<file path="config.mk">
export PLATFORM = sky130hd
export DESIGN_NAME = alu_seq_driver
export DESIGN_NICKNAME = d
export VERILOG_FILES = /design/src/rtl/alu_seq_driver.sv
export SDC_FILE = /design/constraint.sdc
export NUM_CORES = 1
export LEC_CHECK = 0
export ABC_AREA = 1
export CAP_MARGIN = 30
export CORE_ASPECT_RATIO = 1.2
export CORE_MARGIN = 2
export CORE_UTILIZATION = 59
export DETAILED_ROUTE_END_ITERATION = 8
export MAX_ROUTING_LAYER = met4
export PLACE_DENSITY = 0.84
export RECOVER_POWER = 50
export SYNTH_ARGS = -nofsm -noshare
export SYNTH_HDL_FRONTEND = slang
export SYNTH_SLANG_ARGS = --single-unit
</file>
<file path="constraint.sdc">
create_clock -name clock -period 4.8 [get_ports clock]
set_clock_uncertainty 0.15 [all_clocks]
set_input_delay 1.2 -clock clock [delete_from_list [all_inputs] [get_ports clock]]
set_output_delay 1.2 -clock clock [all_outputs]
set_load 0.01 [all_outputs]
</file>
<file path="src/rtl/alu_seq_driver.sv">
// Purpose: drives the ALU switch/button operand protocol (load A, B, OP), captures the LED result and checks it against a golden model.
// Latency: start edge to o_done is WAIT_CYC+6 cycles; back-to-back transactions every WAIT_CYC+7 cycles with i_start held.
// Backpressure: none; i_start is only sampled in IDLE, and a request while busy is dropped, not queued.
module alu_seq_driver #(
    parameter int N_BITS   = 6,
    parameter int N_LEDS   = 6,
    parameter int N_B      = 3,
    parameter int WAIT_CYC = 2
) (
    input  logic              clock,
    input  logic              reset,
    input  logic              i_start,
    input  logic [N_BITS-1:0] i_a,
    input  logic [N_BITS-1:0] i_b,
    input  logic [5:0]        i_op,
    input  logic [N_LEDS-1:0] i_led,
    output logic [N_BITS-1:0] o_SWs,
    output logic [N_B-1:0]    o_buttons,
    output logic              o_busy,
    output logic              o_done,
    output logic [N_LEDS-1:0] o_result,
    output logic              o_match,
    output logic              o_bad_op,
    output logic [7:0]        o_pass_cnt,
    output logic [7:0]        o_fail_cnt
);

    typedef enum logic [3:0] {
        S_IDLE, S_SET_A, S_PUL_A, S_SET_B, S_PUL_B, S_SET_OP, S_PUL_OP, S_WAIT, S_CAPT
    } state_t;

    // WAIT covers the first WAIT_CYC-1 settle cycles; CAPT is the last one, captured on its exit edge
    localparam int CW = (WAIT_CYC > 2) ? $clog2(WAIT_CYC - 1) : 1;
    localparam logic [CW-1:0] WCNT_LAST = CW'((WAIT_CYC > 1) ? (WAIT_CYC - 2) : 0);

    localparam logic [5:0] OP_ADD = 6'b100000;
    localparam logic [5:0] OP_SUB = 6'b100010;
    localparam logic [5:0] OP_AND = 6'b100100;
    localparam logic [5:0] OP_OR  = 6'b100101;
    localparam logic [5:0] OP_XOR = 6'b100110;
    localparam logic [5:0] OP_SRA = 6'b000011;
    localparam logic [5:0] OP_SRL = 6'b000010;
    localparam logic [5:0] OP_NOR = 6'b100111;

    state_t            state_q, state_d;
    logic [CW-1:0]     wcnt_q, wcnt_d;
    logic [N_BITS-1:0] a_q, a_d, b_q, b_d;
    logic [5:0]        op_q, op_d;
    logic [N_BITS-1:0] sws_q, sws_d;
    logic [N_B-1:0]    buttons_q, buttons_d;
    logic              busy_q, busy_d, done_q, done_d;
    logic [N_LEDS-1:0] result_q, result_d;
    logic              match_q, match_d, bad_op_q, bad_op_d;
    logic [7:0]        pass_cnt_q, pass_cnt_d, fail_cnt_q, fail_cnt_d;

    logic [N_BITS-1:0] gold;
    logic              op_ok;
    logic              b_big;

    // State register
    always_ff @(posedge clock) begin
        if (reset) begin
            state_q <= S_IDLE;
            wcnt_q  <= '0;
        end else begin
            state_q <= state_d;
            wcnt_q  <= wcnt_d;
        end
    end

    // Next-state: fixed walk through the load sequence, then the settle wait
    always_comb begin
        state_d = state_q;
        wcnt_d  = '0;
        case (state_q)
            S_IDLE:   if (i_start) state_d = S_SET_A;
            S_SET_A:  state_d = S_PUL_A;
            S_PUL_A:  state_d = S_SET_B;
            S_SET_B:  state_d = S_PUL_B;
            S_PUL_B:  state_d = S_SET_OP;
            S_SET_OP: state_d = S_PUL_OP;
            S_PUL_OP: state_d = (WAIT_CYC > 1) ? S_WAIT : S_CAPT;
            S_WAIT: begin
                if (wcnt_q == WCNT_LAST) state_d = S_CAPT;
                else                     wcnt_d  = wcnt_q + 1'b1;
            end
            S_CAPT:   state_d = S_IDLE;
            default:  state_d = S_IDLE;
        endcase
    end

    // Golden model of the ALU for the latched operands
    always_comb begin
        gold  = '0;
        op_ok = 1'b1;
        b_big = (int'(b_q) >= N_BITS);
        case (op_q)
            OP_ADD: gold = a_q + b_q;
            OP_SUB: gold = a_q - b_q;
            OP_AND: gold = a_q & b_q;
            OP_OR:  gold = a_q | b_q;
            OP_XOR: gold = a_q ^ b_q;
            OP_NOR: gold = ~(a_q | b_q);
            OP_SRA: gold = b_big ? {N_BITS{a_q[N_BITS-1]}} : $unsigned($signed(a_q) >>> b_q);
            OP_SRL: gold = b_big ? '0 : (a_q >> b_q);
            default: op_ok = 1'b0;
        endcase
    end

    // Output values for the next cycle, keyed on the state being entered
    always_comb begin
        a_d        = a_q;
        b_d        = b_q;
        op_d       = op_q;
        sws_d      = sws_q;
        buttons_d  = '0;
        busy_d     = (state_d != S_IDLE);
        done_d     = 1'b0;
        result_d   = result_q;
        match_d    = match_q;
        bad_op_d   = bad_op_q;
        pass_cnt_d = pass_cnt_q;
        fail_cnt_d = fail_cnt_q;

        if (state_q == S_IDLE && i_start) begin
            a_d  = i_a;
            b_d  = i_b;
            op_d = i_op;
        end

        case (state_d)
            S_SET_A:  sws_d = a_d;
            S_PUL_A:  begin sws_d = a_q; buttons_d = N_B'(3'b100); end
            S_SET_B:  sws_d = b_q;
            S_PUL_B:  begin sws_d = b_q; buttons_d = N_B'(3'b010); end
            S_SET_OP: sws_d = N_BITS'(op_q);
            S_PUL_OP: begin sws_d = N_BITS'(op_q); buttons_d = N_B'(3'b001); end
            S_WAIT, S_CAPT: sws_d = N_BITS'(op_q);
            default: ;
        endcase

        if (state_q == S_CAPT) begin
            done_d   = 1'b1;
            result_d = i_led;
            bad_op_d = ~op_ok;
            match_d  = op_ok && (i_led == N_LEDS'(gold));
            if (op_ok && match_d && pass_cnt_q != 8'hFF) pass_cnt_d = pass_cnt_q + 8'd1;
            if (op_ok && !match_d && fail_cnt_q != 8'hFF) fail_cnt_d = fail_cnt_q + 8'd1;
        end
    end

    // Output and operand registers
    always_ff @(posedge clock) begin
        if (reset) begin
            a_q        <= '0;
            b_q        <= '0;
            op_q       <= '0;
            sws_q      <= '0;
            buttons_q  <= '0;
            busy_q     <= 1'b0;
            done_q     <= 1'b0;
            result_q   <= '0;
            match_q    <= 1'b0;
            bad_op_q   <= 1'b0;
            pass_cnt_q <= '0;
            fail_cnt_q <= '0;
        end else begin
            a_q        <= a_d;
            b_q        <= b_d;
            op_q       <= op_d;
            sws_q      <= sws_d;
            buttons_q  <= buttons_d;
            busy_q     <= busy_d;
            done_q     <= done_d;
            result_q   <= result_d;
            match_q    <= match_d;
            bad_op_q   <= bad_op_d;
            pass_cnt_q <= pass_cnt_d;
            fail_cnt_q <= fail_cnt_d;
        end
    end

    assign o_SWs      = sws_q;
    assign o_buttons  = buttons_q;
    assign o_busy     = busy_q;
    assign o_done     = done_q;
    assign o_result   = result_q;
    assign o_match    = match_q;
    assign o_bad_op   = bad_op_q;
    assign o_pass_cnt = pass_cnt_q;
    assign o_fail_cnt = fail_cnt_q;

endmodule

</file>
==> metrics.csv, run 1 <==
metric,value,unit
run status,"complete, no violations",
adder-cell share of the synthesized area,7.248,%
most area-hungry cell type in the Yosys netlist,dfxtp_1,
Final period util,76.13,%
Initial Util,60.90,%
Simple-Gate Fraction of Synth Area,36.31,%
"Cell Area, Synth",0.003901,mm²
most instantiated cells after synthesis,"143 x nand2_1, 77 x inv_1, 71 x nor2_1",
main combinational cell family by area after synthesis,simple AND/OR/NAND/NOR gates,
fillers,535,
top layer in use,met4,
YS warnings,0,
final core occ,74.30,%
"Top FF cell, synth",dfxtp_1,
Setup crit start kind,flop,
leakage,0.002267,µW
syn_nets,665,
GPL Wtd Cong,1.021,
Mapped Avg Cell Area,6.333,µm²
DRC Markers,0,
fin. max-slew vios,0,
hold slack final,305.0,ps
Hold Path Class,flop to flop,
All-Layer GR Usage,32.47,%
register area share after synthesis,29.76,%
post-synthesis compound-gate area fraction,14.56,%
Net Switching,562.8,µW
Post-synth EDFFs,0,
CTS Hold Bufs,0,
worst-margin pin slew,1276,ps
largest net degree at the start of global routing,37,
WP data required,4890,ps
First-pass DRT Iterations,5,
die area,0.007281,mm²
vias in the first global route,4011,
clock power share,31.4,%
CTS Buffer Depth,2,
#FFs+latches synth,58,
Seq pwr share,37.3,%
TritonCTS clock tree,done,
Setup crit end kind,flop,
Vias/cell,5.577,
final wirelength,10970,µm
Worst-Skew Late Latency,350,ps
Sw Share,36.97,%
gr ovfl total,0,
most frequent cell after synthesis,nand2_1,
Finish-stage setup viols,0,
Synth cell types,34,
initial antenna violation count,0,
antenna fix cells,0,
die height,93.08,µm
I/O Buffers,61,
VDD IR max,0.0003103,V
Antenna Nets Post-Route,0,
root buf cell,clkbuf_8,
Setup Crit Path Kind,flop to flop,
max_slew headroom,14.95,%
post-synth top area share,29.76,%
CP Max Fanout,13,
crit path time final,3654,ps
met2 wire length,5291,µm
crit path DAT,3740,ps
Area contributors post-synth,"dfxtp_1 30%, nand2_1 14%, nand3_1 7.7%",
Final Hold Viols,0,
die width,78.23,µm
area grow syn2layout,22.00,%
cell count after synthesis,616,
routed wl met3,851,µm
clk sinks,58,
RSZ-0062 raised after global routing,false,
wl on met1,4592,µm
Max Cap Violations,0,
# resized after CTS,0,
"Reg clk slew, reported paths",70,ps
drt wl/cell,14.32,µm
CTS H-tree depth,3,
area of the core,0.006406,mm²
final net count,725,
FMAX,273.7,MHz
setup bufs post-CTS,0,
layout cells sized above 1,5.433,%
vias,4272,
CTS Buf Count,9,
post-synthesis mux area share,0,%
I/O Pins,62,
Post-synth ARST share,0,%
detailed placement HPWL,8138,µm
pwr/cell area,319.8,mW/mm²
Pint,959.5,µW
Synth Area in XOR/XNOR,2.021,%
Fin Setup TNS,0,ps
global-route wire length before repair,18440,µm
Tot Pwr,1522,µW
DRT iter0 DRCs,340,
Site Rows,32,
Comb power frac,31.4,%
-- logic make-up after synthesis --
family | Yosys count
buffers and inverters | 99
AO/OA/AOI/OAI | 109
other | 1
adder cells (fa/ha/maj) | 22
flip-flops | 58
XOR/XNOR | 9
AND/OR/NAND/NOR | 318
-- area by class of cell --
cell class,count,area (µm²),area share (%)
Inverter,85,319.1,6.703
Timing Repair Buffer,63,618.1,12.99
Clock inverter,4,50.05,1.052
Clock buffer,12,155.1,3.260
Sequential cell,58,1161,24.40
Tap cell,85,106.4,2.234
Multi-Input combinational cell,459,2350,49.37
-- registers in the layout (all words and copies together) (netlist names), 4 cells and up --
signal      cells
o_fail_cnt      8
o_pass_cnt      8
a_q             6
b_q             6
o_SWs           6
o_result        6
op_q            6
state_q         4
-- worst max-delay path: stages, from the launching register on --
cell and delay, ps:
dfxtp_1 590, inv_2 210, ha_1 320, a21oi_1 260
fa_1 490, nand4_1 120, nand3_1 80, nor2_1 180
nand3_1 100, nand2_1 60, nand2_1 80, nor3_2 310
nand3_2 190, nor2_4 180, nand3_1 90, nand2_1 80
nor2_1 60
-- per-layer routing --
layer  vias to the layer above  GRT usage [%]
li1                       2131              -
met1                      1902          39.76
met2                       213          54.81
met3                        26          5.212
met4                         0          10.67
met5                         -              -
-- power groups by stage --
stage	clock network [µW]	logic, µW	registers (µW)
floorplan	0	338	563
global placement	0	461	574
detailed placement	0	468	576
CTS	477	475	565
global route	497	541	571
finish	477	478	567
-- through the flow --
stage | setup WS [ps] | cells | instance area (µm²)
after floorplan | 1837 | 616 | 3901
after global placement | 1410 | 750 | 4562
after detailed placement | 1233 | 750 | 4562
after CTS | 1206 | 766 | 4767
after global routing | 815.9 | 766 | 4760
final | 1146 | 766 | 4760
-- path summary, 6_finish.rpt --
| kind | startpoint | to | slack [ps] | depth (start not counted) |
|---|---|---|---|---|
| worst min register to register | wcnt_q | state_q[3] | 300 | 1 |
| worst max register to register | b_q[1] | o_pass_cnt[5] | 1150 | 16 |
| worst min-delay path | wcnt_q | state_q[3] | 300 | 1 |
| worst max-delay path | b_q[1] | o_pass_cnt[5] | 1150 | 16 |
-- placed cells by master (no fill, tap or decap), drive strengths merged, types with 2 or more instances in the layout --
cell type      count
nor4               3
clkinvlp           2
ha                21
nand4              8
a211oi             2
nand3b             6
a21oi             51
nor3              14
xor2               5
clkdlybuf4s50     24
o21ai             46
o22ai              6
xnor2              4
dlygate4sd3       37
clkbuf            14
nand3             63
o211ai             2
dfxtp             58
inv               84
nand2            143
nor2              80
clkinv             2
No activity file was read; power rests on OpenSTA's default activity.
==> run 2, diff against run 1 <==
--- a/config.mk
+++ b/config.mk
@@ -9,10 +9,10 @@
 export CAP_MARGIN = 30
 export CORE_ASPECT_RATIO = 1.2
 export CORE_MARGIN = 2
-export CORE_UTILIZATION = 59
+export CORE_UTILIZATION = 49
 export DETAILED_ROUTE_END_ITERATION = 8
 export MAX_ROUTING_LAYER = met4
-export PLACE_DENSITY = 0.84
+export PLACE_DENSITY = 0.74
 export RECOVER_POWER = 50
 export SYNTH_ARGS = -nofsm -noshare
 export SYNTH_HDL_FRONTEND = slang
==> constraint.sdc (replaced) <==
create_clock -name clock -period 2.95 [get_ports clock]
set_clock_uncertainty 0.15 [all_clocks]
set_input_delay 0.7375 -clock clock [delete_from_list [all_inputs] [get_ports clock]]
set_output_delay 0.7375 -clock clock [all_outputs]
set_load 0.01 [all_outputs]
==> run 2 against run 1 <==
Against the previous run:
- the run now ends with setup timing left
- power up 81%
- worst setup slack worse by 1200 ps
- hold slack worse by 6.0 ps
- count of clock-buffer cells in the layout unchanged
- sequential power up 59%
- global-route usage down 3.7 points
- utilization down 4.9 points
- flip-flop and latch count unchanged
- combinational power up 100%
- clock power up 84%
- highest routed layer unchanged
==> metrics.csv, run 2 (synthesized netlist as in run 1, its figures left out) <==
metric,value,unit,change
run status,"finished, violations left",,
failing checks,setup timing,,
critical path's top delay family,simple AND/OR/NAND/NOR gates,,
crit path DAT,3120,ps,-620 ps
final core occ,69.38,%,-4.9 points
largest net degree at the start of global routing,37,,unchanged
WP buf/inv,2,,+1
Finish-stage setup viols,13,,+13
WP data required,3060,ps,-1830 ps
area of the multi-input gates,0.002547,mm²,+8.4%
vias in the first global route,4086,,+1.9%
FMAX,332.3,MHz,+21%
final wirelength,11900,µm,+8.5%
I/O Pins,62,,unchanged
Setup crit end kind,flop,,
die height,101.7,µm,+9.3%
CTS Buf Count,9,,unchanged
CP Max Fanout,6,,-7
WP depth,22,,+6
max_slew headroom,58.08,%,+43 points
root buf cell,clkbuf_8,,
Worst Setup EP,o_pass_cnt[5],,
drt wl/cell,14.56,µm,+1.7%
Hold Path Class,flop to flop,,
CTS H-tree depth,3,,unchanged
crit path cell chain,"inv_2, nor2_4, nand3_4, nand2_2, xor2_2, ha_4, nand2_1, nand2_1, inv_1, nand3b_1, nand3_1, nand3_1, nor2_1, nand2_1, nand2_1, nand2_2, nor3_4, nand3_4, nor2_4, nand3_2, nand2_2, nor2_1",,
worst r2r dst,o_pass_cnt[5],,
antenna fix cells,0,,unchanged
Worst-Skew Late Latency,360,ps,about the same
die width,85.46,µm,+9.2%
Vias/cell,5.384,,-3.5%
Final Hold Viols,0,,unchanged
gr ovfl total,0,,unchanged
initial antenna violation count,0,,unchanged
area grow syn2layout,37.08,%,
crit path time final,3010,ps,-644.6 ps
worst-margin pin slew,628.2,ps,-647.6 ps
Final Worst Setup Slack,-59.71,ps,-1205 ps
I/O Buffers,61,,unchanged
final net count,769,,+6.1%
"Reg clk slew, reported paths",80,ps,about the same
fin. max-slew vios,0,,unchanged
DRT iter0 DRCs,263,,-23%
CTS Buffer Depth,2,,unchanged
"commonest non-fill, non-tap cells in the layout","135 x nand2_1, 73 x inv_1, 67 x nor2_1",,
Antenna Nets Post-Route,0,,unchanged
Fin Setup TNS,-357.2,ps,-357.2 ps
vias,4399,,+3.0%
CP max-delay cell,dfxtp_2,,
die area,0.008695,mm²,+19%
TritonCTS clock tree,done,,
GPL Wtd Cong,0.9765,,-4.3%
RSZ-0062 raised after global routing,true,,
Worst R2R Setup Slack,-60,ps,-1210 ps
minimum setup slack after placement,-125.7,ps,-1358 ps
CP Launch Point,op_q[5],,
DRC Markers,0,,unchanged
VDD IR max,0.0003916,V,+26%
CP peak stage delay,340,ps,-250 ps
leakage,0.002428,µW,+7.1%
r2r startpoint,op_q[5],,
clk sinks,58,,unchanged
Setup Crit Path Kind,flop to flop,,
fillers,691,,+29%
Site Rows,35,,+9.4%
hold slack final,299.0,ps,-5.980 ps
Initial Util,50.62,%,-10 points
area of the core,0.007707,mm²,+20%
"commonest non-fill, non-tap cell in the layout",nand2_1,,
All-Layer GR Usage,28.72,%,-3.7 points
layout cells sized above 1,16.97,%,+12 points
Max Cap Violations,0,,unchanged
detailed placement HPWL,8689,µm,+6.8%
Reg area,0.001166,mm²,+0.43%
First-pass DRT Iterations,6,,+1
worst-case reg-to-reg path depth,22,,+6
Most common cell on crit path,nand2_1,,
Setup crit start kind,flop,,
global-route wire length before repair,19230,µm,+4.3%
Final period util,102.0,%,+26 points
CTS Hold Bufs,0,,unchanged
pwr/cell area,516.0,mW/mm²,+61%
-- run 2: worst min-delay path by stage --
stage           start    endpoint  slack [ps]  cells after the start
2_1_floorplan  wcnt_q  state_q[3]         270                      1
3_3_place_gp   wcnt_q  state_q[3]         290                      1
3_5_place_dp   wcnt_q  state_q[3]         300                      1
4_1_cts        wcnt_q  state_q[3]         300                      1
5_1_grt        wcnt_q  state_q[3]         320                      1
6_report       wcnt_q  state_q[3]         300                      1
-- run 2: timing repair --
action,4_1_cts,5_1_grt
pin swaps,16,20
buffers inserted,7,7
resized for setup,21,35
endpoints found under the setup margin,16,17
-- run 2: area by class of cell --
class / count / area share [%]
Clock buffer: 12 / 2.901
Timing Repair Buffer: 107 / 18.16
Sequential cell: 58 / 21.81
Clock inverter: 4 / 1.380
Tap cell: 92 / 2.153
Multi-Input combinational cell: 459 / 47.64
Inverter: 85 / 5.966
-- run 2: metal layers --
metal | GRT usage, % | share of wire [%] | wire length [µm]
met4 | 10.62 | 2.6 | 308
met2 | 48.80 | 49 | 5844
met3 | 4.401 | 4.7 | 564
met5 | - | 0 | 0
met1 | 34.37 | 44 | 5180
-- run 2: power by group --
| part | switching [µW] | internal [µW] |
|---|---|---|
| clock | 358 | 522 |
| sequential | 60.1 | 843 |
| combinational | 569 | 408 |
| total | 987 | 1770 |
-- run 2: worst reg2reg max path: cells and delay by family (launching register included) --
family        cells  cell delay [ps]
flops             1              340
fa+ha+maj         1              240
xor+xnor          1              210
buf+inv           2              130
simple gates     18             1840
-- run 2: stage by stage --
step,total power (µW),instances,cell area (µm²)
2_1_floorplan,1467,616,3904
3_3_place_gp,1758,787,4796
3_5_place_dp,1769,787,4796
4_1_cts,2693,810,5146
5_1_grt,2909,817,5348
6_report,2760,817,5348
==> run 3, diff against run 2 <==
--- a/config.mk
+++ b/config.mk
@@ -11,6 +11,7 @@
 export CORE_MARGIN = 2
 export CORE_UTILIZATION = 49
 export DETAILED_ROUTE_END_ITERATION = 8
+export GPL_ROUTABILITY_DRIVEN = 0
 export MAX_ROUTING_LAYER = met4
 export PLACE_DENSITY = 0.74
 export RECOVER_POWER = 50
==> run 3 against run 2 <==
Against the previous run:
- the run still ends with setup timing left
- critical path depth fell by 3
- global-route usage fell by 1.8 points
- sequential share of layout area rose by 0.78 points
- routed wire length fell by 7.8%
- die area did not move
- largest power group unchanged
- highest routed layer unchanged
==> metrics.csv, run 3 (synthesized netlist as in run 1, its figures left out) <==
metric,value,unit,change
Max Cap Violations,0,,unchanged
failing checks,setup timing,,
Final Hold Viols,0,,unchanged
Tot Pwr,2570,µW,-6.9%
global-route wire length before repair,18460,µm,-4.0%
fillers,692,,+0.14%
gr ovfl total,0,,unchanged
Initial Util,50.62,%,unchanged
Setup crit end kind,flop,,
die area,0.008695,mm²,unchanged
vias in the first global route,4172,,+2.1%
I/O Buffers,61,,unchanged
Final Worst Setup Slack,-42.80,ps,+16.91 ps
final cell count without fillers,808,,-1.1%
clk sinks,58,,unchanged
die height,101.7,µm,unchanged
initial antenna violation count,0,,unchanged
I/O Pins,62,,unchanged
root buf cell,clkbuf_8,,
RSZ-0062 raised after global routing,true,,
DRC Markers,0,,unchanged
Setup crit start kind,flop,,
CTS Hold Bufs,0,,unchanged
area of the multi-input gates,0.002492,mm²,-2.2%
area grow syn2layout,32.65,%,
TritonCTS clock tree,done,,
CTS Buffer Depth,2,,unchanged
Hold Path Class,flop to flop,,
worst-margin pin slew,1029,ps,+401.0 ps
crit path DAT,3100,ps,-20 ps
CTS H-tree depth,3,,unchanged
Setup Crit Path Kind,flop to flop,,
layout cells sized above 1,15.22,%,-1.7 points
fin. max-slew vios,0,,unchanged
All-Layer GR Usage,26.88,%,-1.8 points
"commonest non-fill, non-tap cells in the layout","134 x nand2_1, 75 x inv_1, 68 x nor2_1",,
"commonest non-fill, non-tap cell in the layout",nand2_1,,
leakage,0.002342,µW,-3.6%
VDD IR max,0.0003602,V,-8.0%
final wirelength,10960,µm,-7.8%
Placed Cells,784,,-0.38%
Site Rows,35,,unchanged
detailed placement HPWL,8182,µm,-5.8%
final instance area,0.005175,mm²,-3.2%
die width,85.46,µm,unchanged
CTS Buf Count,9,,unchanged
Placed Instance Area,0.004773,mm²,-0.47%
crit path time final,2993,ps,-16.91 ps
WP data required,3060,ps,about the same
pwr/cell area,496.7,mW/mm²,-3.8%
run status,"finished, violations left",,
antenna fix cells,0,,unchanged
Vias/cell,5.353,,-0.59%
Worst-Skew Late Latency,340,ps,-20 ps
FMAX,334.1,MHz,+0.57%
Final period util,101.5,%,-0.57 points
"Reg clk slew, reported paths",80,ps,about the same
drt wl/cell,13.57,µm,-6.8%
final net count,760,,-1.2%
minimum setup slack after placement,-175.2,ps,-49.44 ps
DRT iter0 DRCs,286,,+8.7%
vias,4325,,-1.7%
area of the core,0.007707,mm²,unchanged
Finish-stage setup viols,6,,-7
First-pass DRT Iterations,5,,-1
Antenna Nets Post-Route,0,,unchanged
largest net degree at the start of global routing,25,,-32%
Reg area,0.001169,mm²,+0.21%
max_slew headroom,31.39,%,-27 points
CP Max Fanout,10,,+4
==> run 3: final cells by class <==
class                           count  share of cell area, %
Sequential cell                    58                  22.58
Multi-Input combinational cell    459                  48.16
Timing Repair Buffer               98                  17.09
Tap cell                           92                  2.224
Clock buffer                       11                  2.732
Clock inverter                      5                  1.040
Inverter                           85                  6.165
==> run 3: path summary, 6_finish.rpt <==
| kind | startpoint | end | slack (ps) | cells after the start |
|---|---|---|---|---|
| worst min-delay path | wcnt_q | state_q[3] | 300 | 1 |
| worst min register to register | wcnt_q | state_q[3] | 300 | 1 |
| worst max register to register | b_q[0] | o_match | -40 | 19 |
| worst max-delay path | b_q[0] | o_match | -40 | 19 |
==> run 3: per-layer routing <==
layer	share of wire (%)	up-vias	track usage, %
met1	43	1913	31.73
met5	0	-	-
met3	5.7	41	4.238
li1	-	2198	-
met2	49	173	46.45
met4	3.1	0	9.158
==> run 3: repair_timing <==
item	CTS	global route
endpoints found under the setup margin	17	17
pin swaps	11	19
buffers inserted	6	2
resized for setup	20	25
==> run 3: stage by stage <==
| stage | setup TNS (ps) | util [%] | hold WS [ps] |
|---|---|---|---|
| 6_report | -172.9 | 67.14 | 295.9 |
| 5_1_grt | -4064 | 67.14 | 342.1 |
| 4_1_cts | -214.4 | 65.89 | 296.2 |
| 3_5_place_dp | -1653 | 61.93 | 284.6 |
| 3_3_place_gp | -105.0 | 61.93 | 288.1 |
| 2_1_floorplan | 0 | - | 268.4 |
==> run 3: worst max-delay path, cell delays in order, from the launching register on <==
cell	delay [ps]
dfxtp_2	340
buf_4	180
ha_1	180
inv_1	90
fa_2	370
nand2_1	80
nand2_1	60
a21oi_2	130
nand2_1	60
nand2_1	50
nor2_1	40
nor2_1	160
nand2_1	70
nand2_1	70
nand2_2	80
nor3_4	260
nand3_4	140
buf_4	160
buf_4	120
a21oi_1	100
==> run 3: where the power goes <==
part	switching, µW	internal (µW)	leakage [µW]
logic	536	376	0.00176
clock network	342	411	0.000103
registers	61.5	843	0.000476
